<file path="config.mk">
export PLATFORM = sky130hd
export DESIGN_NAME = sent_tx_frame_scheduler
export DESIGN_NICKNAME = d
export VERILOG_FILES = /design/src/rtl/sent_tx_frame_scheduler.sv
export SDC_FILE = /design/constraint.sdc
export NUM_CORES = 1
export LEC_CHECK = 0
export BUFFER_PORTS_ARGS = -buffer_cell sky130_fd_sc_hd__buf_2
export CAP_MARGIN = 20
export CORE_UTILIZATION = 49
export DETAILED_ROUTE_END_ITERATION = 12
export HOLD_SLACK_MARGIN = 0.12
export PLACE_DENSITY = 0.65
export SYNTH_ARGS = -nofsm -noshare
export SYNTH_HDL_FRONTEND = slang
export SYNTH_SLANG_ARGS = --single-unit
</file>
<file path="constraint.sdc">
create_clock -name clk_tx -period 15.74 [get_ports clk_tx]
set_input_delay 0.787 -clock clk_tx [delete_from_list [all_inputs] [get_ports clk_tx]]
set_output_delay 0.787 -clock clk_tx [all_outputs]
set_load 0.005 [all_outputs]
</file>
<file path="src/rtl/sent_tx_frame_scheduler.sv">
// sent_tx_frame_scheduler
//   Sequences SENT transmit frames: SYNC, STATUS, data nibbles, CRC and an
//   optional PAUSE that pads every frame to FRAME_TICKS. Fast-channel words
//   are pulled from the TX FIFO and packed per frame_format. The CRC-4 is
//   computed over the data nibbles. Slow-channel serial bits are multiplexed
//   into the status nibble. One pulse request at a time goes to the pulse
//   generator.
// Ports
//   clk_tx, reset_tx        clock, synchronous active-high reset
//   enable, frame_format    run control and frame layout (0 = none)
//   status_in               status nibble bits [1:0]
//   fifo_empty, data_fifo_in, read_enable_fifo   TX FIFO pop interface
//   serial_valid, channel_format, serial_b2_in, serial_b3_in, serial_ack
//                           slow-channel message handshake
//   pulse_start, pulse_ticks, pulse_done         pulse generator handshake
//   busy                    high outside IDLE
//   overrun                 sticky: a frame left less than one nibble of pause
module sent_tx_frame_scheduler #(
  parameter int unsigned FRAME_TICKS = 282,
  parameter bit          PAUSE_EN    = 1'b1,
  parameter int unsigned SYNC_TICKS  = 56,
  parameter int unsigned TICK_W      = 9
) (
  input  logic              clk_tx,
  input  logic              reset_tx,
  input  logic              enable,
  input  logic [2:0]        frame_format,
  input  logic [1:0]        status_in,
  input  logic              fifo_empty,
  input  logic [15:0]       data_fifo_in,
  output logic              read_enable_fifo,
  input  logic              serial_valid,
  input  logic              channel_format,
  input  logic [17:0]       serial_b2_in,
  input  logic [17:0]       serial_b3_in,
  output logic              serial_ack,
  output logic              pulse_start,
  output logic [TICK_W-1:0] pulse_ticks,
  input  logic              pulse_done,
  output logic              busy,
  output logic              overrun
);

  localparam logic [TICK_W-1:0] MIN_T   = TICK_W'(12);
  localparam logic [TICK_W:0]   FRAME_W = (TICK_W+1)'(FRAME_TICKS);

  typedef enum logic [2:0] {
    S_IDLE, S_LOAD, S_SYNC, S_STATUS, S_DATA, S_CRC, S_PAUSE
  } state_e;

  state_e             state_q, state_d;
  logic [2:0]         fmt_q, fmt_d;
  logic [15:0]        w0_q, w0_d, w1_q, w1_d;
  logic [1:0]         pop_cnt_q, pop_cnt_d, lat_cnt_q, lat_cnt_d;
  logic               cap_q, cap_d;
  logic [2:0]         nib_idx_q, nib_idx_d;
  logic [TICK_W-1:0]  sum_q, sum_d;
  logic [4:0]         k_q, k_d;
  logic [17:0]        b2_q, b2_d, b3_q, b3_d;
  logic               cf_q, cf_d;
  logic [7:0]         sec_cnt_q, sec_cnt_d;
  logic               read_enable_fifo_q, read_enable_fifo_d;
  logic               serial_ack_q, serial_ack_d;
  logic               pulse_start_q, pulse_start_d;
  logic [TICK_W-1:0]  pulse_ticks_q, pulse_ticks_d;
  logic               busy_q, busy_d;
  logic               overrun_q, overrun_d;

  logic [1:0]         words_c;
  logic [2:0]         n_nib_c;
  logic [23:0]        data_vec_c, data_sh_c;
  logic [3:0]         nib_c, crc_c, status_nib_c;
  logic [4:0]         k_last_c, sidx_c;
  logic [17:0]        b2_sh_c, b3_sh_c;
  logic [TICK_W:0]    sum_ext_c;
  logic               late_c;
  logic [TICK_W-1:0]  pause_ticks_c;
  logic               advance_c;

  // Multiply by x^4 modulo x^4+x^3+x^2+1 (the CRC table entry for c).
  function automatic logic [3:0] crc_mul16(input logic [3:0] c);
    logic [7:0] r;
    r = {c, 4'b0000};
    for (int b = 7; b >= 4; b--) begin
      if (r[b]) r = r ^ (8'h1D << (b - 4));
    end
    return r[3:0];
  endfunction

  // Frame layout: words to pop, nibble count, and the packed data (MSN first).
  always_comb begin
    words_c = (fmt_q == 3'd1 || fmt_q == 3'd6 || fmt_q == 3'd7) ? 2'd2 : 2'd1;
    case (fmt_q)
      3'd2:    n_nib_c = 3'd3;
      3'd3:    n_nib_c = 3'd4;
      default: n_nib_c = 3'd6;
    endcase
    case (fmt_q)
      3'd1:    data_vec_c = {w0_q[11:0], w1_q[11:0]};
      3'd2:    data_vec_c = {w0_q[11:0], 12'h000};
      3'd3:    data_vec_c = {1'b0, w0_q[11:9], 1'b0, w0_q[8:6],
                             1'b0, w0_q[5:3], 1'b0, w0_q[2:0], 8'h00};
      3'd4:    data_vec_c = {w0_q[11:0], sec_cnt_q, ~w0_q[11:8]};
      3'd5:    data_vec_c = {w0_q[11:0], 12'h000};
      3'd6:    data_vec_c = {w0_q[13:0], w1_q[9:0]};
      3'd7:    data_vec_c = {w0_q, w1_q[7:0]};
      default: data_vec_c = 24'h000000;
    endcase
    data_sh_c = data_vec_c << {nib_idx_q, 2'b00};
    nib_c     = data_sh_c[23:20];
  end

  // CRC-4 over the valid data nibbles, seed 5, with the trailing zero-nibble step.
  always_comb begin
    crc_c = 4'h5;
    for (int i = 0; i < 6; i++) begin
      if (3'(i) < n_nib_c) crc_c = crc_mul16(crc_c) ^ data_vec_c[23 - 4*i -: 4];
    end
    crc_c = crc_mul16(crc_c);
  end

  // Slow-channel bit selection and pause length.
  always_comb begin
    k_last_c      = cf_q ? 5'd17 : 5'd15;
    sidx_c        = k_last_c - k_q;
    b2_sh_c       = b2_q >> sidx_c;
    b3_sh_c       = b3_q >> sidx_c;
    status_nib_c  = {b3_sh_c[0], b2_sh_c[0], status_in};
    sum_ext_c     = {1'b0, sum_q};
    late_c        = sum_ext_c > (FRAME_W - (TICK_W+1)'(12));
    pause_ticks_c = late_c ? MIN_T : TICK_W'(FRAME_W - sum_ext_c);
    advance_c     = !pulse_start_q && pulse_done;
  end

  // Next-state and output logic.
  always_comb begin
    logic              issue;
    logic              sum_clr;
    logic              frame_end;
    logic [TICK_W-1:0] issue_ticks;

    state_d            = state_q;
    fmt_d              = fmt_q;
    w0_d               = w0_q;
    w1_d               = w1_q;
    pop_cnt_d          = pop_cnt_q;
    lat_cnt_d          = lat_cnt_q;
    cap_d              = 1'b0;
    nib_idx_d          = nib_idx_q;
    sum_d              = sum_q;
    k_d                = k_q;
    b2_d               = b2_q;
    b3_d               = b3_q;
    cf_d               = cf_q;
    sec_cnt_d          = sec_cnt_q;
    overrun_d          = overrun_q;
    read_enable_fifo_d = 1'b0;
    serial_ack_d       = 1'b0;
    pulse_start_d      = 1'b0;
    pulse_ticks_d      = pulse_ticks_q;
    issue              = 1'b0;
    sum_clr            = 1'b0;
    frame_end          = 1'b0;
    issue_ticks        = '0;

    case (state_q)
      S_IDLE: begin
        if (enable && frame_format != 3'd0) begin
          state_d   = S_LOAD;
          fmt_d     = frame_format;
          pop_cnt_d = 2'd0;
          lat_cnt_d = 2'd0;
        end
      end
      S_LOAD: begin
        if (cap_q) begin
          // Word popped last cycle is on data_fifo_in now.
          if (lat_cnt_q == 2'd0) w0_d = data_fifo_in;
          else                   w1_d = data_fifo_in;
          lat_cnt_d = lat_cnt_q + 2'd1;
          if (lat_cnt_q + 2'd1 == words_c) begin
            state_d     = S_SYNC;
            issue       = 1'b1;
            issue_ticks = TICK_W'(SYNC_TICKS);
            sum_clr     = 1'b1;
            nib_idx_d   = 3'd0;
            // A new slow-channel message can only begin on frame 0.
            if (k_q == 5'd0) begin
              if (serial_valid) begin
                b2_d         = serial_b2_in;
                b3_d         = serial_b3_in;
                cf_d         = channel_format;
                serial_ack_d = 1'b1;
              end else begin
                b2_d = '0;
                b3_d = '0;
              end
            end
          end
        end else if (read_enable_fifo_q) begin
          cap_d = 1'b1;
        end else if (pop_cnt_q < words_c && !fifo_empty) begin
          read_enable_fifo_d = 1'b1;
          pop_cnt_d          = pop_cnt_q + 2'd1;
        end
      end
      S_SYNC: begin
        if (advance_c) begin
          state_d     = S_STATUS;
          issue       = 1'b1;
          issue_ticks = MIN_T + TICK_W'(status_nib_c);
        end
      end
      S_STATUS: begin
        if (advance_c) begin
          state_d     = S_DATA;
          issue       = 1'b1;
          issue_ticks = MIN_T + TICK_W'(nib_c);
          nib_idx_d   = nib_idx_q + 3'd1;
          k_d         = (k_q == k_last_c) ? 5'd0 : k_q + 5'd1;
        end
      end
      S_DATA: begin
        if (advance_c) begin
          issue = 1'b1;
          if (nib_idx_q == n_nib_c) begin
            state_d     = S_CRC;
            issue_ticks = MIN_T + TICK_W'(crc_c);
          end else begin
            issue_ticks = MIN_T + TICK_W'(nib_c);
            nib_idx_d   = nib_idx_q + 3'd1;
          end
        end
      end
      S_CRC: begin
        if (advance_c) begin
          if (fmt_q == 3'd4) sec_cnt_d = sec_cnt_q + 8'd1;
          if (PAUSE_EN) begin
            state_d     = S_PAUSE;
            issue       = 1'b1;
            issue_ticks = pause_ticks_c;
            if (late_c) overrun_d = 1'b1;
          end else begin
            frame_end = 1'b1;
          end
        end
      end
      S_PAUSE: begin
        if (advance_c) frame_end = 1'b1;
      end
      default: state_d = S_IDLE;
    endcase

    if (frame_end) begin
      if (enable && frame_format != 3'd0) begin
        state_d   = S_LOAD;
        fmt_d     = frame_format;
        pop_cnt_d = 2'd0;
        lat_cnt_d = 2'd0;
      end else begin
        state_d = S_IDLE;
      end
    end

    if (issue) begin
      pulse_start_d = 1'b1;
      pulse_ticks_d = issue_ticks;
      sum_d         = (sum_clr ? '0 : sum_q) + issue_ticks;
    end

    busy_d = (state_d != S_IDLE);
  end

  // State and output registers.
  always_ff @(posedge clk_tx) begin
    if (reset_tx) begin
      state_q            <= S_IDLE;
      fmt_q              <= '0;
      w0_q               <= '0;
      w1_q               <= '0;
      pop_cnt_q          <= '0;
      lat_cnt_q          <= '0;
      cap_q              <= 1'b0;
      nib_idx_q          <= '0;
      sum_q              <= '0;
      k_q                <= '0;
      b2_q               <= '0;
      b3_q               <= '0;
      cf_q               <= 1'b0;
      sec_cnt_q          <= '0;
      read_enable_fifo_q <= 1'b0;
      serial_ack_q       <= 1'b0;
      pulse_start_q      <= 1'b0;
      pulse_ticks_q      <= '0;
      busy_q             <= 1'b0;
      overrun_q          <= 1'b0;
    end else begin
      state_q            <= state_d;
      fmt_q              <= fmt_d;
      w0_q               <= w0_d;
      w1_q               <= w1_d;
      pop_cnt_q          <= pop_cnt_d;
      lat_cnt_q          <= lat_cnt_d;
      cap_q              <= cap_d;
      nib_idx_q          <= nib_idx_d;
      sum_q              <= sum_d;
      k_q                <= k_d;
      b2_q               <= b2_d;
      b3_q               <= b3_d;
      cf_q               <= cf_d;
      sec_cnt_q          <= sec_cnt_d;
      read_enable_fifo_q <= read_enable_fifo_d;
      serial_ack_q       <= serial_ack_d;
      pulse_start_q      <= pulse_start_d;
      pulse_ticks_q      <= pulse_ticks_d;
      busy_q             <= busy_d;
      overrun_q          <= overrun_d;
    end
  end

  assign read_enable_fifo = read_enable_fifo_q;
  assign serial_ack       = serial_ack_q;
  assign pulse_start      = pulse_start_q;
  assign pulse_ticks      = pulse_ticks_q;
  assign busy             = busy_q;
  assign overrun          = overrun_q;

endmodule

</file>
# Word level (Yosys, flattened, before mapping)
# Index checks and enable logic that the tools add are counted.
# W data, S select, Z words.
# word_totals
register_bits	115
latch_bits	0
ram_bits	0
romBits	0
inputBits	64
out_inout_bits	14
elab_cells	242
mem_count	0
# classes
n_addsub	11
mul	0
div	0
magnitude_cmp	8
eq_ne	21
shifts	3
n_mux	115
n_bitwise	38
reduce_logical	26
# ops
operator	count
$pmux W24 S6	1
$mux W5	19
$mux W6	14
$not A3 Y3	26
$mux W7	11
$mux W4	19
$mux W3	18
$pmux W9 S5	1
$mux W18	2
$shr A18 B5 Y1	2
$mux W9	3
$shl A24 B5 Y24	1
$xor A4 B4 Y4	6
$mux W2	11
$eq A3 B3 Y1 const B	7
$pmux W3 S7	1
$add A4 B4 Y5 const A	3
$eq A3 B2 Y1 const B	4
$reduce_and A3 Y1	4
$mux W1	10
$ne A2 B2 Y1 const B	5
$add A9 B9 Y9	1
$gt A9 B9 Y1 const B	1
$pmux W3 S3	1
other kinds (34)	51

# Depth between registers and ports, before layout
# Gate-level depths: netlist (run 1).
# logic_depth
ltp_word	95
mapped_depth	33
ltp_nobuf	31

# Worst setup path before layout (run 1)
# No wires, ideal clock.
# synth_path
kind	register -> register
startpoint	reg (tool-made name)
endpoint	reg sum_q[8]
setup_ns	0.070
arrival_ns	6.878
required_ns	15.670
path_slack_ns	8.792
path_stages_with_launch	34
path_buffers	5
period_less_slack_ns	6.948
path_cell_list	dfxtp_1 > buf_2 > buf_2 > clkbuf_1 > nor2_1 > ha_1 > clkbuf_1 > and2_1 > clkbuf_1 > o211ai_1 > nand3_1 > mux2i_1 > or4_4 > xor2_1 > a211o_1 > and4b_4 > o31ai_4 > xor2_2 > nor2_1 > a2111oi_2 > nand4b_2 > xnor2_1 > nand3_1 > nand2_1 > fa_1 > a21o_1 > a21o_1 > a21o_1 > a21oi_1 > nor2b_1 > o21ai_0 > nand2b_1 > a311o_1 > a21oi_1
# synth_lines
element	line_no	text
to (signal assigned)	306	sum_q <= sum_d;
to (decl)	57	logic [TICK_W-1:0] sum_q, sum_d;

==> summary.md, run 1 <==
| Metric | Value |
|---|---|
| Synth area leaders | dfxtp_1 (30%), nand2_1 (5.0%), a21oi_1 (4.8%) |
| Die X | 127 um |
| Worst path most repeated cell | a21o_1 |
| Largest net degree at the start of global routing | 76 |
| GR met3 Demand/Resource | 0.0548 |
| Largest stage delay on the critical path | 0.56 ns |
| Final antenna-violating net count | 0 |
| Final setup violating endpoints | 0 |
| Slew Viols, Final | 0 |
| CTS clock-pin slew for the worst setup and hold paths | 0.06 ns |
| DRT Pass-1 Iters | 8 |
| Vias in the first global route | between 5000 and 6000 |
| Clk sinks | roughly 120 |
| WP data required | 16.08 ns |
| Netlist Area Pre-Place | between 7000 and 8000 um2 |
| Total power density per cell area | 93.3 nW/um2 |
| Setup Buffers After CTS | 0 |
| Fin nets | 1031 |
| Crit path capture type | flip-flop |
| Residual DRC | 0 |
| CP max FO | 33 |
| Initial DRC count | 531 |
| Total track usage | 0.243 |
| Max Cap Viol | 0 |
| Crit Path Category | reg -> reg |
| Top Usage Layer GRT | met2 |
| Leading cell type in the layout, fill and taps excluded | dfxtp_1 |
| Post-synth EDFFs | 0 |
| Worst EP arrival | 8.30 ns |
| Cell taking the most area after synthesis | dfxtp_1 |
| Seq pwr share | 0.367 |
| IO Pins | 78 |
| Yosys reg bits | 115 |
| YS warnings | 0 |
| Final hold slack | roughly 0.45 ns |
| Fin worst setup slack | approximately 8 ns |
| Design Area, Final | 8660 um2 |
| Final period utilization | 0.506 |
| Max transition margin | 0.370 |
| Fin cells | 1143 |
| Unrepaired setup endpoints after global routing | false |
| DP Worst Slack | 7.82 ns |
| Vias per inst | slightly below 6 |
| Post-CTS sizing | 0 |
| Via count | ~6600 |
| TNS Setup | 0 ns |
| Die area | 16100 um2 |
| First-pass GRT wire length | approximately 30000 um |
| # port buffers | 77 |
| Cells after synthesis | 890 |
| Placed instance area | a little over 8000 um2 |
| Area of the multi-input gates | 5000 um2 |
| Clk network pwr share | 0.442 |
| Net Switching | 0.230 mW |
| Fmax | about 130 MHz |
| Final Skew | 0.0136 ns |
| GR Util met2 | 0.360 |
| Clock Latency Late Sink | 0.42 ns |
| GR Overflow Total | 0 |
| Internal | 0.578 mW |
| Share of layout cells above drive strength 1 | 0.186 |
| Detailed placement HPWL | 13900 um |
| TritonCTS clock tree | yes |
| Mean post-synth cell area | 8.59 um2 |
| Core area | between 15000 and 20000 um2 |
| Hold_buf cts | 0 |
| GPL Wtd Cong | 0.895 |
| Share of the synthesized area in the top cell type | 0.301 |
| Top_reg_cell synth | dfxtp_1 |
| Minimum clock period | 7.96 ns |
| Register area share after synthesis | 0.301 |
| Worst-Margin Slew | ~0.94 ns |
| CP max stage cell | or3b_1 |
| Leak | 3.46 nW |
| ANT cells | 0 |
| Root buf cell | clkbuf_16 |
| Sw Ratio | 0.284 |
| Fillers | 1368 |
| Logic pwr share | 0.191 |
| Crit path launch type | flip-flop |
| Area Growth Syn to Fin | 13.3% |
| Drt wl/cell | 16.5 um |
| Final Hold Violating Endpoints | 0 |
| Initial antenna violation count | 0 |
| Syn Nets | 979 |
| Most frequent cells in the layout | dfxtp_1 (115), nand2_1 (102), nor2_1 (78) |
| Ys async rst share | 0 |
| Status | finished, final reports clean |
| Library cells used by synthesis | slightly below 100 |
| Met1 Usage GRT | 0.351 |
| DP Cell Count | between 1000 and 1500 |
| CTS Buffer Depth | 2 |
| Std cell rows | 45 |
| CTS Buf Count | 17 |
| Die Ht | approximately 130 um |
| H-Tree Depth | 4 |
| Initial Util | 0.503 |
| Max rail drop VDD | between 0.00008 and 0.00009 V |
| Register area | 2300 um2 |
| Hold Path Class | reg -> reg |
| Routed wire length | about 19000 um |
-- cell usage after synthesis, types with 4 or more instances --
| cell | number |
|---|---|
| nor2b_1 | 20 |
| nand3b_1 | 7 |
| xnor3_1 | 7 |
| nor2_1 | 80 |
| inv_1 | 22 |
| nand2b_1 | 10 |
| buf_2 | 6 |
| a222oi_1 | 6 |
| o21ai_1 | 5 |
| mux2i_1 | 34 |
| mux4_2 | 12 |
| nand3_1 | 25 |
| buf_1 | 5 |
| a22o_1 | 32 |
| o21ai_0 | 31 |
| xor2_1 | 19 |
| or3_1 | 8 |
| and2_1 | 5 |
| a21oi_1 | 73 |
| a211oi_1 | 4 |
| buf_4 | 4 |
| nor3_1 | 15 |
| xnor2_1 | 38 |
| a21o_1 | 12 |
| clkbuf_1 | 39 |
| ha_1 | 23 |
| nand2_1 | 102 |
| a31oi_1 | 5 |
| and3_1 | 7 |
| dfxtp_1 | 115 |
| o22ai_1 | 7 |
| nor4_1 | 4 |
| nand4_1 | 7 |
| a22oi_1 | 6 |
| mux2_2 | 5 |
| o31ai_1 | 5 |
-- cell families after synthesis --
group	count (synthesis)	synth area share
AOI/OAI and AO/OA	226	0.208
buffers and inverters	80	0.0455
and+or+nand+nor	317	0.204
muxes	55	0.0946
xor gates and xnor gates	71	0.103
DFF	115	0.301
adders and majority gates	26	0.0443
-- worst max-delay path, delay by kind of cell, from the launching register on --
kind,cells,cell delay [ns]
simple gates,11,2.61
compound gates,10,2.20
xor+xnor,4,1.34
fa+ha+maj,2,0.99
buf+inv,2,0.41
flops,1,0.30
-- power by group through the flow --
stage	registers (mW)	clock network, mW	logic, mW
6_report	0.296	0.357	0.154
5_1_grt	0.297	0.375	0.168
4_1_cts	0.296	0.363	0.153
3_5_place_dp	0.303	0	0.152
3_3_place_gp	0.303	0	0.150
2_1_floorplan	0.301	0	0.126
-- registers in the layout (all words and copies together), names as in the netlist, named ones only --
| signal | cells |
|---|---|
| b2_q | 18 |
| k_q | 5 |
| state_q | 3 |
| lat_cnt_q | 2 |
| nib_idx_q | 3 |
| cap_q | 1 |
| sec_cnt_q | 8 |
| read_enable_fifo | 1 |
| w0_q | 16 |
| pulse_start | 1 |
| w1_q | 12 |
| busy | 1 |
| serial_ack | 1 |
| pulse_ticks | 9 |
| overrun | 1 |
| pop_cnt_q | 2 |
| sum_q | 9 |
| cf_q | 1 |
| b3_q | 18 |
-- worst paths after layout --
| kind | start | end | slack, ns | depth (start not counted) |
|---|---|---|---|---|
| max | flip-flop | sum_q[8] | 7.78 | 29 |
| min reg2reg | b2_q[2] | b2_q[2] | 0.45 | 2 |
| min | b2_q[2] | b2_q[2] | 0.45 | 2 |
| max reg2reg | flip-flop | sum_q[8] | 7.78 | 29 |
-- metal layers --
metal | share of wire | wire (um) | vias up
met4 | 0.010 | 196 | 0
met2 | 0.43 | 8150 | 192
met1 | 0.50 | 9350 | 3094
li1 | - | - | 3323
met5 | 0 | 0 | -
met3 | 0.061 | 1150 | 20
-- stage by stage --
step / total power, mW / utilization
6_report: 0.808 / 0.570
2_1_floorplan: 0.426 / -
4_1_cts: 0.812 / 0.570
5_1_grt: 0.840 / 0.570
3_5_place_dp: 0.455 / 0.534
3_3_place_gp: 0.453 / 0.534
-- area by class of cell --
class / instances / share of cell area
repair buffers: 90 / 0.0558
well taps: 188 / 0.0272
multi-input cells: 695 / 0.578
clock buffers: 22 / 0.0548
clock inverters: 10 / 0.00867
inverters: 23 / 0.0103
flip-flops and latches: 115 / 0.266
Power figures use the tool's default switching activity.
==> inputs of run 2 (changes only) <==
PLACE_DENSITY = 0.68   (was 0.65)
clock period = 7.1 ns   (was 15.74 ns; I/O delays follow)
==> run 2 against run 1 <==
Net effect: flip-flop and latch count unchanged; routed wire length increased by 1.1%; non-clock buffer count increased by 16; utilization increased by 2.0 points; first-iteration DRC count increased by 22%.
==> summary.md, run 2 (same netlist as run 1, synthesis figures left out) <==
| Metric | Value |
|---|---|
| CTS Buf Count | 17 |
| Residual DRC | 0 |
| Fin worst setup slack | 0.276 ns |
| DRT Pass-1 Iters | 7 |
| Hold_buf cts | 0 |
| Most frequent cells in the layout | dfxtp_1 (115), nand2_1 (102), nor2_1 (78) |
| Core area | 15200 um2 |
| Seq pwr share | 0.352 |
| Fin util | 0.590 |
| Final Hold Violating Endpoints | 0 |
| Total power density per cell area | 208 nW/um2 |
| Final Skew | 0.0152 ns |
| GPL Wtd Cong | 0.903 |
| Internal | 1.34 mW |
| H-Tree Depth | 4 |
| Vias per inst | 5.86 |
| Die Ht | 127 um |
| Max transition margin | 0.411 |
| CP endpoint | sum_q[8] |
| TNS Setup | 0 ns |
| Clock Latency Late Sink | 0.42 ns |
| IO Pins | between 70 and 80 |
| Root buf cell | clkbuf_16 |
| Area Growth Syn to Fin | 17.2% |
| Net Switching | 0.522 mW |
| Crit path capture type | flip-flop |
| Routed wire length | 19000 um |
| CP max FO | 9 |
| Slew Viols, Final | 0 |
| Largest stage delay on the critical path | 0.52 ns |
| Die X | around 130 um |
| Initial DRC count | 650 |
| Vias in the first global route | 6158 |
| Clk sinks | 115 |
| Clk network pwr share | 0.446 |
| CP max stage cell | or4_4 |
| Final period utilization | 0.961 |
| Worst-Margin Slew | roughly 0.88 ns |
| Via count | 6794 |
| TritonCTS clock tree | yes |
| Worst EP arrival | 7.16 ns |
| HP Start | serial_b2_in[4] |
| Drt wl/cell | 16.4 um |
| ANT cells | 0 |
| Leading cell type in the layout, fill and taps excluded | dfxtp_1 |
| Fin nets | 1048 |
| Share of layout cells above drive strength 1 | 0.212 |
| Final antenna-violating net count | 0 |
| Logic pwr share | 0.202 |
| DP Worst Slack | around 0.094 ns |
| Sw Ratio | 0.280 |
| Leak | 3.62 nW |
| Overall power | about 1.9 mW |
| Std cell rows | 45 |
| Largest net degree at the start of global routing | 76 |
| Hold Path Class | in -> reg |
| Crit Path Category | reg -> reg |
| Max Cap Viol | 0 |
| Regs by FF count | b2_q: 18 flops, b3_q: 18 flops, w0_q: 16 flops |
| Final hold slack | 0.137 ns |
| Final setup violating endpoints | 0 |
| Initial Util | 0.503 |
| Minimum clock period | a little under 7 ns |
| CTS clock-pin slew for the worst setup and hold paths | 0.06 ns |
| Max rail drop VDD | 0.000239 V |
| Total track usage | 0.245 |
| RR Endpoint | sum_q[8] |
| GR Overflow Total | 0 |
| R2R depth | 30 |
| Die area | 16100 um2 |
| CTS Buffer Depth | 2 |
| Crit path launch type | flip-flop |
| Initial antenna violation count | 0 |
| Reg2reg setup slack | around 0.28 ns |
| Worst path most repeated cell | a21o_1 |
| First-pass GRT wire length | 31200 um |
| WP data required | 7.44 ns |
| Status | finished, final reports clean |
| Fmax | 147 MHz |
| # port buffers | 77 |
| Detailed placement HPWL | 14100 um |
-- run 2: cell count changes in the layout (fill, tap and decap cells not counted), moves of 2 or more --
cell,delta
xnor2_1,-4
buf_4,+12
buf_8,+2
clkbuf_1,-2
clkinvlp_4,-2
xor2_4,+2
inv_6,+3
xnor2_2,+4
-- run 2: metrics by stage --
step / cells / area [um2]
5_1_grt: 1160 / 8960
6_report: 1160 / 8960
3_5_place_dp: 1121 / 8210
2_1_floorplan: 890 / 7650
4_1_cts: 1153 / 8790
3_3_place_gp: 1119 / 8180
-- run 2: metal layers --
metal  part of all wire  GRT usage
met3              0.056     0.0456
met4             0.0087     0.0588
met2               0.46      0.381
met5                  0          0
met1               0.48      0.350
-- run 2: critical path: cells and delay by family, from the launching register on --
kind	cells	cell delay, ns
compound gates	9	1.84
xor+xnor	4	1.17
fa+ha+maj	2	0.67
buf+inv	2	0.26
flops	1	0.36
mux	1	0.08
simple gates	12	2.36
-- run 2: final cells by class --
type,count,area (um2)
clock buffers,20,467
multi-input cells,696,5120
fillers,1356,6240
well taps,188,235
flip-flops and latches,115,2300
inverters,23,88.8
repair buffers,106,634
clock inverters,12,120
-- run 2: worst min path at each step --
stage,endpoint,slack (ns),cells after the start
final,b2_q[4],0.14,2
after floorplan,b2_q[1],0.43,2
after global placement,b2_q[1],0.44,2
after detailed placement,b3_q[9],0.45,2
after global routing,b2_q[16],0.13,2
after CTS,b2_q[6],0.13,2
-- run 2: timing repair --
| item | CTS | global route |
|---|---|---|
| setup endpoints to repair | 0 | 3 |
| setup buffers | 0 | 6 |
| resized for setup | 0 | 18 |
-- run 2: power groups by stage --
stage	combinational (mW)	sequential [mW]	clock (mW)
after floorplan	0.278	0.666	0
after global placement	0.339	0.671	0
after detailed placement	0.347	0.671	0
after CTS	0.348	0.657	0.846
after global routing	0.410	0.658	0.881
final	0.376	0.657	0.831
